<file path="config.mk">
export PLATFORM = sky130hd
export DESIGN_NAME = photo_sensor_conditioner
export DESIGN_NICKNAME = d
export VERILOG_FILES = /design/src/rtl/sbqm_pkg.sv /design/src/rtl/sensor_debounce.sv /design/src/rtl/photo_sensor_conditioner.sv
export SDC_FILE = /design/constraint.sdc
export NUM_CORES = 1
export LEC_CHECK = 0
export ABC_AREA = 1
export ABC_CLOCK_PERIOD_IN_PS = 2100
export CAP_MARGIN = 20
export CORE_MARGIN = 2
export CORE_UTILIZATION = 56
export DETAILED_ROUTE_END_ITERATION = 8
export PLACE_DENSITY = 0.9
export SYNTH_ARGS = -nofsm -noshare
export SYNTH_HDL_FRONTEND = slang
export SYNTH_HIERARCHICAL = 1
export SYNTH_SLANG_ARGS = --single-unit
</file>
<file path="constraint.sdc">
create_clock -name clk -period 2.1 [get_ports clk]
set_input_delay 0.21 -clock clk [delete_from_list [all_inputs] [get_ports clk]]
set_output_delay 0.21 -clock clk [all_outputs]
set_load 0.01 [all_outputs]
</file>
<file path="src/rtl/sbqm_pkg.sv">
// Shared definitions for the SBqM people-counter front end and counter stage.
package sbqm_pkg;

    // Photo-sensor line levels: the beam pulls the line low when broken.
    localparam logic SENSOR_IDLE   = 1'b1;
    localparam logic SENSOR_BROKEN = 1'b0;

    // Default debounce settings; 2**DEB_W_DEF must exceed DEB_CYCLES_DEF.
    localparam int DEB_CYCLES_DEF = 16;
    localparam int DEB_W_DEF      = 5;

    // Registered event outputs of the conditioner.
    typedef struct packed {
        logic enter;
        logic exit_ev;
        logic collision;
    } pulse_t;

    localparam pulse_t PULSE_NONE = '{enter: 1'b0, exit_ev: 1'b0, collision: 1'b0};

endpackage

</file>
<file path="src/rtl/sensor_debounce.sv">
// One photo-sensor channel: two-flop synchroniser, stable-count debounce and
// detection of the debounced level falling (beam broken).
module sensor_debounce
    import sbqm_pkg::*;
#(
    parameter int DEB_CYCLES = DEB_CYCLES_DEF,
    parameter int DEB_W      = DEB_W_DEF
) (
    input  logic clk,
    input  logic rest_n,
    input  logic raw,
    output logic level,
    output logic fall
);

    localparam logic [DEB_W-1:0] CNT_LAST = DEB_W'(DEB_CYCLES - 1);

    logic             sync1_q, sync1_d;
    logic             sync2_q, sync2_d;
    logic             level_q, level_d;
    logic [DEB_W-1:0] cnt_q, cnt_d;
    logic             flip;

    // Next-state: any sample that agrees with the held level restarts the count;
    // the level only moves after DEB_CYCLES disagreeing samples in a row.
    always_comb begin
        sync1_d = raw;
        sync2_d = sync1_q;
        level_d = level_q;
        cnt_d   = cnt_q;
        flip    = 1'b0;
        if (sync2_q == level_q) begin
            cnt_d = '0;
        end else if (cnt_q == CNT_LAST) begin
            flip    = 1'b1;
            level_d = sync2_q;
            cnt_d   = '0;
        end else begin
            cnt_d = cnt_q + 1'b1;
        end
    end

    // State registers; reset leaves the channel reading a clear beam.
    always_ff @(posedge clk or negedge rest_n) begin
        if (!rest_n) begin
            sync1_q <= SENSOR_IDLE;
            sync2_q <= SENSOR_IDLE;
            level_q <= SENSOR_IDLE;
            cnt_q   <= '0;
        end else begin
            sync1_q <= sync1_d;
            sync2_q <= sync2_d;
            level_q <= level_d;
            cnt_q   <= cnt_d;
        end
    end

    // fall marks the edge on which the level drops, so a pulse registered from
    // it lines up with the new level.
    assign level = level_q;
    assign fall  = flip && (level_q == SENSOR_IDLE);

endmodule

</file>
<file path="src/rtl/photo_sensor_conditioner.sv">
// Front end of the people counter: debounces the back (enter) and forward
// (exit) beams and turns each accepted beam break into a single-cycle pulse.
// Enter always wins a same-edge tie; the exit is replayed one cycle later.
module photo_sensor_conditioner
    import sbqm_pkg::*;
#(
    parameter int DEB_CYCLES = DEB_CYCLES_DEF,
    parameter int DEB_W      = DEB_W_DEF
) (
    input  logic clk,
    input  logic rest_n,
    input  logic backphoto_raw,
    input  logic forwardphoto_raw,
    output logic backphoto,
    output logic forwardphoto,
    output logic enter_pulse,
    output logic exit_pulse,
    output logic collision
);

    logic   fall_b, fall_f;
    logic   pending_exit_q, pending_exit_d;
    logic   pending_enter_q, pending_enter_d;
    pulse_t pulse_q, pulse_d;

    sensor_debounce #(.DEB_CYCLES(DEB_CYCLES), .DEB_W(DEB_W)) u_back (
        .clk    (clk),
        .rest_n (rest_n),
        .raw    (backphoto_raw),
        .level  (backphoto),
        .fall   (fall_b)
    );

    sensor_debounce #(.DEB_CYCLES(DEB_CYCLES), .DEB_W(DEB_W)) u_forward (
        .clk    (clk),
        .rest_n (rest_n),
        .raw    (forwardphoto_raw),
        .level  (forwardphoto),
        .fall   (fall_f)
    );

    // Arbitration: a queued exit always goes out first; an enter arriving in
    // that same cycle is held for one cycle so the two never overlap.
    always_comb begin
        pulse_d         = PULSE_NONE;
        pending_exit_d  = 1'b0;
        pending_enter_d = 1'b0;
        if (pending_exit_q) begin
            pulse_d.exit_ev = 1'b1;
            pending_enter_d = fall_b;
        end else if ((fall_b || pending_enter_q) && fall_f) begin
            pulse_d.enter     = 1'b1;
            pulse_d.collision = fall_b;
            pending_exit_d    = 1'b1;
        end else if (fall_b || pending_enter_q) begin
            pulse_d.enter = 1'b1;
        end else if (fall_f) begin
            pulse_d.exit_ev = 1'b1;
        end
    end

    // Arbitration registers; reset discards any queued event.
    always_ff @(posedge clk or negedge rest_n) begin
        if (!rest_n) begin
            pending_exit_q  <= 1'b0;
            pending_enter_q <= 1'b0;
            pulse_q         <= PULSE_NONE;
        end else begin
            pending_exit_q  <= pending_exit_d;
            pending_enter_q <= pending_enter_d;
            pulse_q         <= pulse_d;
        end
    end

    assign enter_pulse = pulse_q.enter;
    assign exit_pulse  = pulse_q.exit_ev;
    assign collision   = pulse_q.collision;

endmodule

</file>
==> flow_metrics.tcl, run 1 <==
set metrics [dict create \
    totalWireLength_um 1250 \
    ys_seq_elements 21 \
    cts_tree "built" \
    cts_made_buffers 3 \
    yosys.area.top_type_share_pct 44.1 \
    skew_ns 0.00250 \
    power.switching_w 0.000140 \
    setup_viol 0 \
    top_regs "u_back/cnt_q x5, u_forward/cnt_q x5" \
    hold_path_class "input port to async pin" \
    rsz0062_at_grt "false" \
    yosys_warnings 6 \
    r2r_slack_ns 0.71 \
    synth_most_common_cell "nand2_1" \
    syn2layout_area_growth_pct 15.7 \
    peakVddDrop_mv 0.343 \
    syn_area_um2 851 \
    critPathLaunchType "flip-flop" \
    tns_ns 0 \
    drc 0 \
    synth_edf_count 0 \
    cts_setup_buffers 0 \
    cp-startpoint "u_forward/level$_DFFE_PN1P_" \
    period_needed_ns 1.60 \
    ant_nets 0 \
    final_util_pct 66.9 \
    core_area_um2 1470 \
    async_flop_share_pct 100 \
    status "finished, final reports clean" \
    synth_top_cell_by_area "dfrtp_1" \
    cp_max_fo 4 \
    cp_top_family "flip-flops" \
    antenna_found_initial 0 \
    grt_pass1_wl_um 2350 \
    relSlewSlack_pct 82.9 \
    clockBufferDepth 2 \
    postCtsResizedCells 0 \
    ctsHoldBuffers 0 \
    cp_slowest_cell "dfstp_2" \
    chipHeight_um 43.0 \
    reg2reg_depth 7 \
    syn_avg_cell_area_um2 9.25 \
    r2r-start "u_back/cnt_q[0]$_DFF_PN0_" \
    fmax_mhz 625 \
    die_w_um 43.0 \
    drive_gt1_share_pct 12.4 \
    netlist_top_cells_area "dfrtp_1, dfstp_2, nand2_1" \
    synth_common_cells "nand2_1, nor2_1, inv_1, dfrtp_1, dfstp_2" \
    end_kind "primary output" \
    drt_first_pass_iters 4 \
    met1_length_um 597 \
    power.internal_w 0.000512 \
    synth_cell_types 12 \
    final_nets 112 \
    max_stage_delay_ns 0.57 \
    dp_hpwl_um 930 \
    route.met3.wl_um 38 \
    worstSetupEndpoint "forwardphoto" \
    synth_nets 98 \
    portBuffers 8 \
    pwr-share-comb_pct 5.9 \
    wl_per_cell_um 10.3 \
    power.share.sequential_pct 66.4 \
    clk_latency_ns 0.29 \
    grt.total_usage_pct 17.2 \
    syn_inst 92 \
    top_layer_used "met3" \
    max_cap_violations 0 \
    grt_max_degree 22 \
    final_max_slew_viol_count 0 \
    dieArea_um2 1850 \
    fp-row-count 14 \
    drt-initial-drc-count 21 \
    start_util_pct 57.8 \
    arrival_ns 1.39 \
    path_class "flip-flop to primary output" \
    powerDensity_nw_per_um2 662 \
    num_vias 595 \
    cts_sinks 21 \
    required_ns 1.89 \
    cts.htree.levels 1 \
    place_congestion 0.726 \
    hold_viol 0 \
    synthFlopType "dfrtp_1" \
    rr_endpoint "collision$_DFF_PN0_" \
    yosysSeqAreaShare_pct 62.6 \
    switching_share_pct 21.5 \
    worst_pin_slew_ns 0.257 \
    grt_pass1_vias 610 \
    p_leak_nw 0.494 \
    clock-root-buffer "clkbuf_4" \
    clkTransAtPathRegs_ns 0.10 \
    crit_chain "clkdlybuf4s50_1" \
    diodes 0 \
    met2_length_um 613 \
    crit_cells 1 \
    vias_per_cell 4.92 \
    gr-total-overflow 0 \
    crit_buf_inv 1 \
    io_pins 9 \
    p_clk_share_pct 27.7 \
    timing.final.crit_share_pct 76.2 \
]
==> final cells by class <==
type	instances	area, um2
inverter	17	63.8
tap	16	20.0
timing repair buffer	9	87.6
clock buffer	4	26.3
sequential	21	533
fill	110	487
multi-input combinational	54	254
==> metrics by stage <==
stage	instance area, um2	std cells	setup WS, ns	hold slack [ns]	total power (W)
detailed placement	958	117	0.746	0.347	0.000479
global placement	958	117	0.828	0.346	0.000476
CTS	985	121	0.479	0.232	0.000664
floorplan	851	92	0.899	-0.0856	0.000458
global route	985	121	0.437	0.253	0.000691
finish	985	121	0.500	0.244	0.000652
==> per-layer routing <==
layer	vias to the layer above	global-route usage, %
met5	-	0
met4	0	11.5
met3	0	3.83
met2	15	25.5
met1	277	22.4
li1	303	-
==> worst reg2reg max path: stages, from the launching register on <==
cell	delay (ns)
dfrtp_1	0.41
ha_1	0.23
nand4_1	0.17
nor2_1	0.23
inv_2	0.07
nand2_2	0.07
nand3_2	0.06
nor2_1	0.09
==> power groups by stage <==
stage	Combinational [W]	Clock [W]	Sequential, W
CTS	0.0000391	0.000192	0.000433
detailed placement	0.0000385	0	0.000440
finish	0.0000387	0.000181	0.000433
global route	0.0000455	0.000210	0.000435
floorplan	0.0000206	0	0.000437
global placement	0.0000372	0	0.000439
==> cells by family (layout without fill, tap and decap cells) <==
family | after synthesis | after routing | share of synthesized area [%]
flops | 21 | 21 | 62.6
xor+xnor | 2 | 2 | 2.06
fa+ha+maj | 2 | 2 | 2.94
simple gates | 50 | 50 | 24.9
buf+inv | 17 | 30 | 7.50
==> cell usage in the layout (no fill, tap or decap), drive strengths merged, types with 4 or more instances in the layout <==
master | synthesis | layout
clkbuf | 0 | 4
clkdlybuf4s50 | 0 | 8
nand3 | 5 | 5
nor2 | 17 | 17
dfrtp | 15 | 15
nand2 | 24 | 24
dfstp | 6 | 6
inv | 17 | 17
nand4 | 4 | 4
==> worst min path at each step <==
stage / startpoint / to / slack [ns] / cells after the start
5_1_grt: rest_n / u_forward/cnt_q[4]$_DFF_PN0_ / 0.25 / 2
3_5_place_dp: u_back/sync1_q$_DFF_PN1_ / u_back/sync2_q$_DFF_PN1_ / 0.35 / 0
2_1_floorplan: rest_n / collision$_DFF_PN0_ / -0.09 / 0
6_report: rest_n / enter_pulse$_DFF_PN0_ / 0.24 / 2
4_1_cts: rest_n / enter_pulse$_DFF_PN0_ / 0.23 / 2
3_3_place_gp: u_back/sync1_q$_DFF_PN1_ / u_back/sync2_q$_DFF_PN1_ / 0.35 / 0
Power figures use the tool's default switching activity.
==> run 2: changes to the inputs <==
--- a/config.mk
+++ b/config.mk
@@ -6,12 +6,12 @@
 export NUM_CORES = 1
 export LEC_CHECK = 0
 export ABC_AREA = 1
-export ABC_CLOCK_PERIOD_IN_PS = 2100
+export ABC_CLOCK_PERIOD_IN_PS = 1450
 export CAP_MARGIN = 20
 export CORE_MARGIN = 2
-export CORE_UTILIZATION = 56
+export CORE_UTILIZATION = 47
 export DETAILED_ROUTE_END_ITERATION = 8
-export PLACE_DENSITY = 0.9
+export PLACE_DENSITY = 0.82
 export SYNTH_ARGS = -nofsm -noshare
 export SYNTH_HDL_FRONTEND = slang
 export SYNTH_HIERARCHICAL = 1
==> constraint.sdc (replaced) <==
create_clock -name clk -period 1.45 [get_ports clk]
set_input_delay 0.145 -clock clk [delete_from_list [all_inputs] [get_ports clk]]
set_output_delay 0.145 -clock clk [all_outputs]
set_load 0.01 [all_outputs]
==> flow_metrics.tcl, run 2 (synthesis results as in run 1) <==
set metrics [dict create \
    clock-root-buffer "clkbuf_4" \
    status "finished, final reports clean" \
    end_kind "primary output" \
    drive_gt1_share_pct 13.3 \
    clk_latency_ns 0.29 \
    ant_nets 0 \
    hold_path_class "input port to async pin" \
    mostFrequentLayoutCell "nand2_1" \
    final_util_pct 58.3 \
    cp_top_family "buffers and inverters" \
    fp-row-count 15 \
    die_w_um 46.5 \
    p_leak_nw 0.504 \
    crit_buf_inv 1 \
    crit_chain "clkdlybuf4s50_1" \
    num_vias 593 \
    required_ns 1.31 \
    gr-total-overflow 0 \
    ctsHoldBuffers 0 \
    arrival_ns 1.16 \
    hold_viol 0 \
    period_needed_ns 1.30 \
    cts_sinks 21 \
    path_class "flip-flop to primary output" \
    fmax_mhz 767 \
    drt_first_pass_iters 4 \
    grt_pass1_vias 509 \
    timing.final.crit_share_pct 89.9 \
    rsz0062_at_grt "false" \
    crit_cells 1 \
    wl_per_cell_um 9.28 \
    max_cap_violations 0 \
    r2r-start "u_back/cnt_q[0]$_DFF_PN0_" \
    portBuffers 8 \
    rr_endpoint "collision$_DFF_PN0_" \
    worstSetupEndpoint "exit_pulse" \
    vias_per_cell 4.56 \
    max_stage_delay_ns 0.52 \
    final_cells 130 \
    skew_ns 0.00842 \
    cts.htree.levels 1 \
    tns_ns 0 \
    powerDensity_nw_per_um2 954 \
    final_cell_mix "nand2_1, nor2_1, inv_1, dfrtp_1" \
    cp_slowest_cell "clkdlybuf4s50_1" \
    drc 0 \
    grt_max_degree 22 \
    peakVddDrop_mv 0.572 \
    start_util_pct 49.8 \
    totalWireLength_um 1210 \
    clockBufferDepth 2 \
    cp_max_fo 1 \
    top_regs "u_back/cnt_q x5, u_forward/cnt_q x5" \
    antenna_found_initial 0 \
    drt-initial-drc-count 6 \
    reg2reg_depth 7 \
    cts_setup_buffers 0 \
    worst_pin_slew_ns 0.259 \
    placedCellCount 126 \
    io_pins 9 \
    core_area_um2 1710 \
    cts_tree "built" \
    chipHeight_um 46.5 \
    dieArea_um2 2170 \
    setup_viol 0 \
    postCtsResizedCells 2 \
    finalWorstSetupSlack_ns 0.146 \
    pre_cts_ws_ns 0.118 \
    fillers 142 \
    r2r_slack_ns 0.15 \
    critPathLaunchType "flip-flop" \
    final_max_slew_viol_count 0 \
    final_nets 112 \
    syn2layout_area_growth_pct 17.1 \
    diodes 0 \
    grt.total_usage_pct 13.8 \
    cts_made_buffers 3 \
    clkTransAtPathRegs_ns 0.11 \
    cp-startpoint "exit_pulse$_DFF_PN0_" \
    holdWs_ns 0.178 \
    place_congestion 0.770 \
    relSlewSlack_pct 82.8 \
    dp_hpwl_um 901 \
    grt_pass1_wl_um 2070 \
]
run 2: cell count changes in the layout (fill, tap and decap cells not counted):
cell             before  now
nor2_1               17   16
dlygate4sd2_1         0    2
clkdlybuf4s50_1       8    6
nor2_2                0    1
run 2: worst min path at each step:
stage / from / to / slack, ns / depth (start not counted)
detailed placement: u_back/sync1_q$_DFF_PN1_ / u_back/sync2_q$_DFF_PN1_ / 0.35 / 0
CTS: rest_n / pending_exit_q$_DFF_PN0_ / 0.18 / 2
global placement: u_back/sync1_q$_DFF_PN1_ / u_back/sync2_q$_DFF_PN1_ / 0.35 / 0
global route: rest_n / pending_exit_q$_DFF_PN0_ / 0.18 / 2
floorplan: rest_n / collision$_DFF_PN0_ / -0.15 / 0
finish: rest_n / pending_exit_q$_DFF_PN0_ / 0.18 / 2
run 2: layout make-up:
| class | count | area, um2 | share of cell area, % |
|---|---|---|---|
| repair buffers | 9 | 85.1 | 8.54 |
| clock buffers | 4 | 26.3 | 2.64 |
| well taps | 25 | 31.3 | 3.14 |
| inverters | 17 | 63.8 | 6.41 |
| multi-input cells | 54 | 256 | 25.8 |
| flip-flops and latches | 21 | 533 | 53.5 |
run 2: metal layers:
layer	track usage, %	up-vias	share of wire, %
li1	-	302	-
met1	18.8	282	48
met2	19.4	9	48
met3	4.71	0	3.6
met4	6.86	0	0
met5	0	-	0
run 2: where the power goes:
part,internal (W),switching [W]
clock,0.000107,0.000160
sequential,0.000610,0.0000176
combinational,0.0000248,0.0000314
run 2: stage by stage:
| step | power (W) | area [um2] |
|---|---|---|
| after floorplan | 0.000663 | 851 |
| after global placement | 0.000689 | 970 |
| after detailed placement | 0.000695 | 970 |
| after CTS | 0.000970 | 993 |
| after global routing | 0.00101 | 996 |
| final | 0.000950 | 996 |
==> run 3: changes to the inputs <==
--- a/config.mk
+++ b/config.mk
@@ -12,6 +12,8 @@
 export CORE_UTILIZATION = 47
 export DETAILED_ROUTE_END_ITERATION = 8
 export PLACE_DENSITY = 0.82
+export RECOVER_POWER = 50
+export SLEW_MARGIN = 40
 export SYNTH_ARGS = -nofsm -noshare
 export SYNTH_HDL_FRONTEND = slang
 export SYNTH_HIERARCHICAL = 1
==> flow_metrics.tcl, run 3 (synthesis results as in run 1) <==
set metrics [dict create \
    status "finished, final reports clean" \
    arrival_ns 1.16 \
    chipHeight_um 46.5 \
    num_vias 592 \
    holdWs_ns 0.361 \
    end_kind "primary output" \
    core_area_um2 1710 \
    reg2reg_depth 7 \
    critPathLaunchType "flip-flop" \
    wl_per_cell_um 9.26 \
    r2r_slack_ns 0.15 \
    postCtsResizedCells 2 \
    drt-initial-drc-count 6 \
    dp_hpwl_um 901 \
    mostFrequentLayoutCell "nand2_1" \
    grt_pass1_vias 509 \
    clkTransAtPathRegs_ns 0.11 \
    relSlewSlack_pct 28.1 \
    fmax_mhz 767 \
    setup_viol 0 \
    drt_first_pass_iters 4 \
    final_cells 130 \
    hold_path_end "u_back/sync2_q$_DFF_PN1_" \
    ant_nets 0 \
    cp_max_fo 1 \
    ctsHoldBuffers 0 \
    skew_ns 0.00855 \
    grt_max_degree 22 \
    max_cap_violations 0 \
    clockBufferDepth 2 \
    grt_pass1_wl_um 2070 \
    final_util_pct 58.1 \
    final_max_slew_viol_count 0 \
    crit_chain "clkdlybuf4s50_1" \
    top_regs "u_back/cnt_q x5, u_forward/cnt_q x5" \
    final_nets 112 \
    grt.total_usage_pct 13.8 \
    rr_endpoint "collision$_DFF_PN0_" \
    hold_depth 0 \
    diodes 0 \
    totalPowerFinal_w 0.000948 \
    io_pins 9 \
    path_class "flip-flop to primary output" \
    required_ns 1.31 \
    cp_top_family "buffers and inverters" \
    cts_sinks 21 \
    final_cell_mix "nand2_1, nor2_1, inv_1, dfrtp_1, dfstp_2" \
    fp-row-count 15 \
    portBuffers 8 \
    vias_per_cell 4.55 \
    max_stage_delay_ns 0.52 \
    p_leak_nw 0.501 \
    rsz0062_at_grt "false" \
    hold_path_class "flip-flop to flip-flop" \
    drc 0 \
    crit_buf_inv 1 \
    cp_slowest_cell "clkdlybuf4s50_1" \
    cts_made_buffers 3 \
    drive_gt1_share_pct 12.4 \
    syn2layout_area_growth_pct 16.6 \
    clk_latency_ns 0.29 \
    cts_setup_buffers 0 \
    die_w_um 46.5 \
    peakVddDrop_mv 0.569 \
    dieArea_um2 2170 \
    timing.final.crit_share_pct 89.9 \
    cts.htree.levels 1 \
    hold_viol 0 \
    tns_ns 0 \
    antenna_found_initial 0 \
    powerDensity_nw_per_um2 955 \
    clock-root-buffer "clkbuf_4" \
    worst_pin_slew_ns 1.08 \
    hold_path.startpoint "u_back/sync1_q$_DFF_PN1_" \
    place_congestion 0.770 \
    start_util_pct 49.8 \
    gr-total-overflow 0 \
    r2r-start "u_back/cnt_q[0]$_DFF_PN0_" \
    totalWireLength_um 1200 \
    cts_tree "built" \
    period_needed_ns 1.30 \
    placedCellCount 126 \
]
==> run 3: cell types whose count changed in the layout (fill, tap and decap cells not counted) <==
cell	previous run	this run
dlygate4sd3_1	0	2
clkbuf_1	1	2
buf_4	1	0
clkdlybuf4s50_1	6	4
==> run 3: how the worst max path moves through the flow <==
stage / startpoint / end / slack, ns / cells after the start
finish: exit_pulse$_DFF_PN0_ / exit_pulse / 0.15 / 1
global route: u_back/cnt_q[0]$_DFF_PN0_ / collision$_DFF_PN0_ / 0.03 / 7
CTS: u_back/cnt_q[0]$_DFF_PN0_ / collision$_DFF_PN0_ / 0.1 / 7
detailed placement: u_back/cnt_q[0]$_DFF_PN0_ / collision$_DFF_PN0_ / 0.12 / 7
global placement: u_back/cnt_q[0]$_DFF_PN0_ / collision$_DFF_PN0_ / 0.20 / 7
floorplan: u_back/cnt_q[0]$_DFF_PN0_ / collision$_DFF_PN0_ / 0.25 / 7
==> run 3: final cells by class <==
cell class,count,area (um2)
Clock buffer,4,26.3
Fill cell,144,716
Inverter,17,63.8
Multi-Input combinational cell,54,256
Sequential cell,21,533
Tap cell,25,31.3
Timing Repair Buffer,9,81.3
==> run 3: routing by layer <==
metal / vias up / track usage (%) / wire, um
li1: 302 / - / -
met1: 281 / 18.8 / 586
met2: 9 / 19.4 / 572
met3: 0 / 4.71 / 44
met4: 0 / 6.86 / 0
met5: - / 0 / 0
==> run 3: through the flow <==
step	setup slack, ns	instance area (um2)
6_report	0.146	992
5_1_grt	0.0256	992
4_1_cts	0.0968	993
3_5_place_dp	0.118	970
3_3_place_gp	0.195	970
2_1_floorplan	0.249	851
==> run 3: power breakdown <==
group | leakage, nW | total, W | switching (W) | internal [W]
combinational | 0.219 | 0.0000538 | 0.0000313 | 0.0000224
clock | 0.0150 | 0.000267 | 0.000160 | 0.000107
sequential | 0.267 | 0.000627 | 0.0000177 | 0.000609
total | 0.501 | 0.000948 | 0.000209 | 0.000739
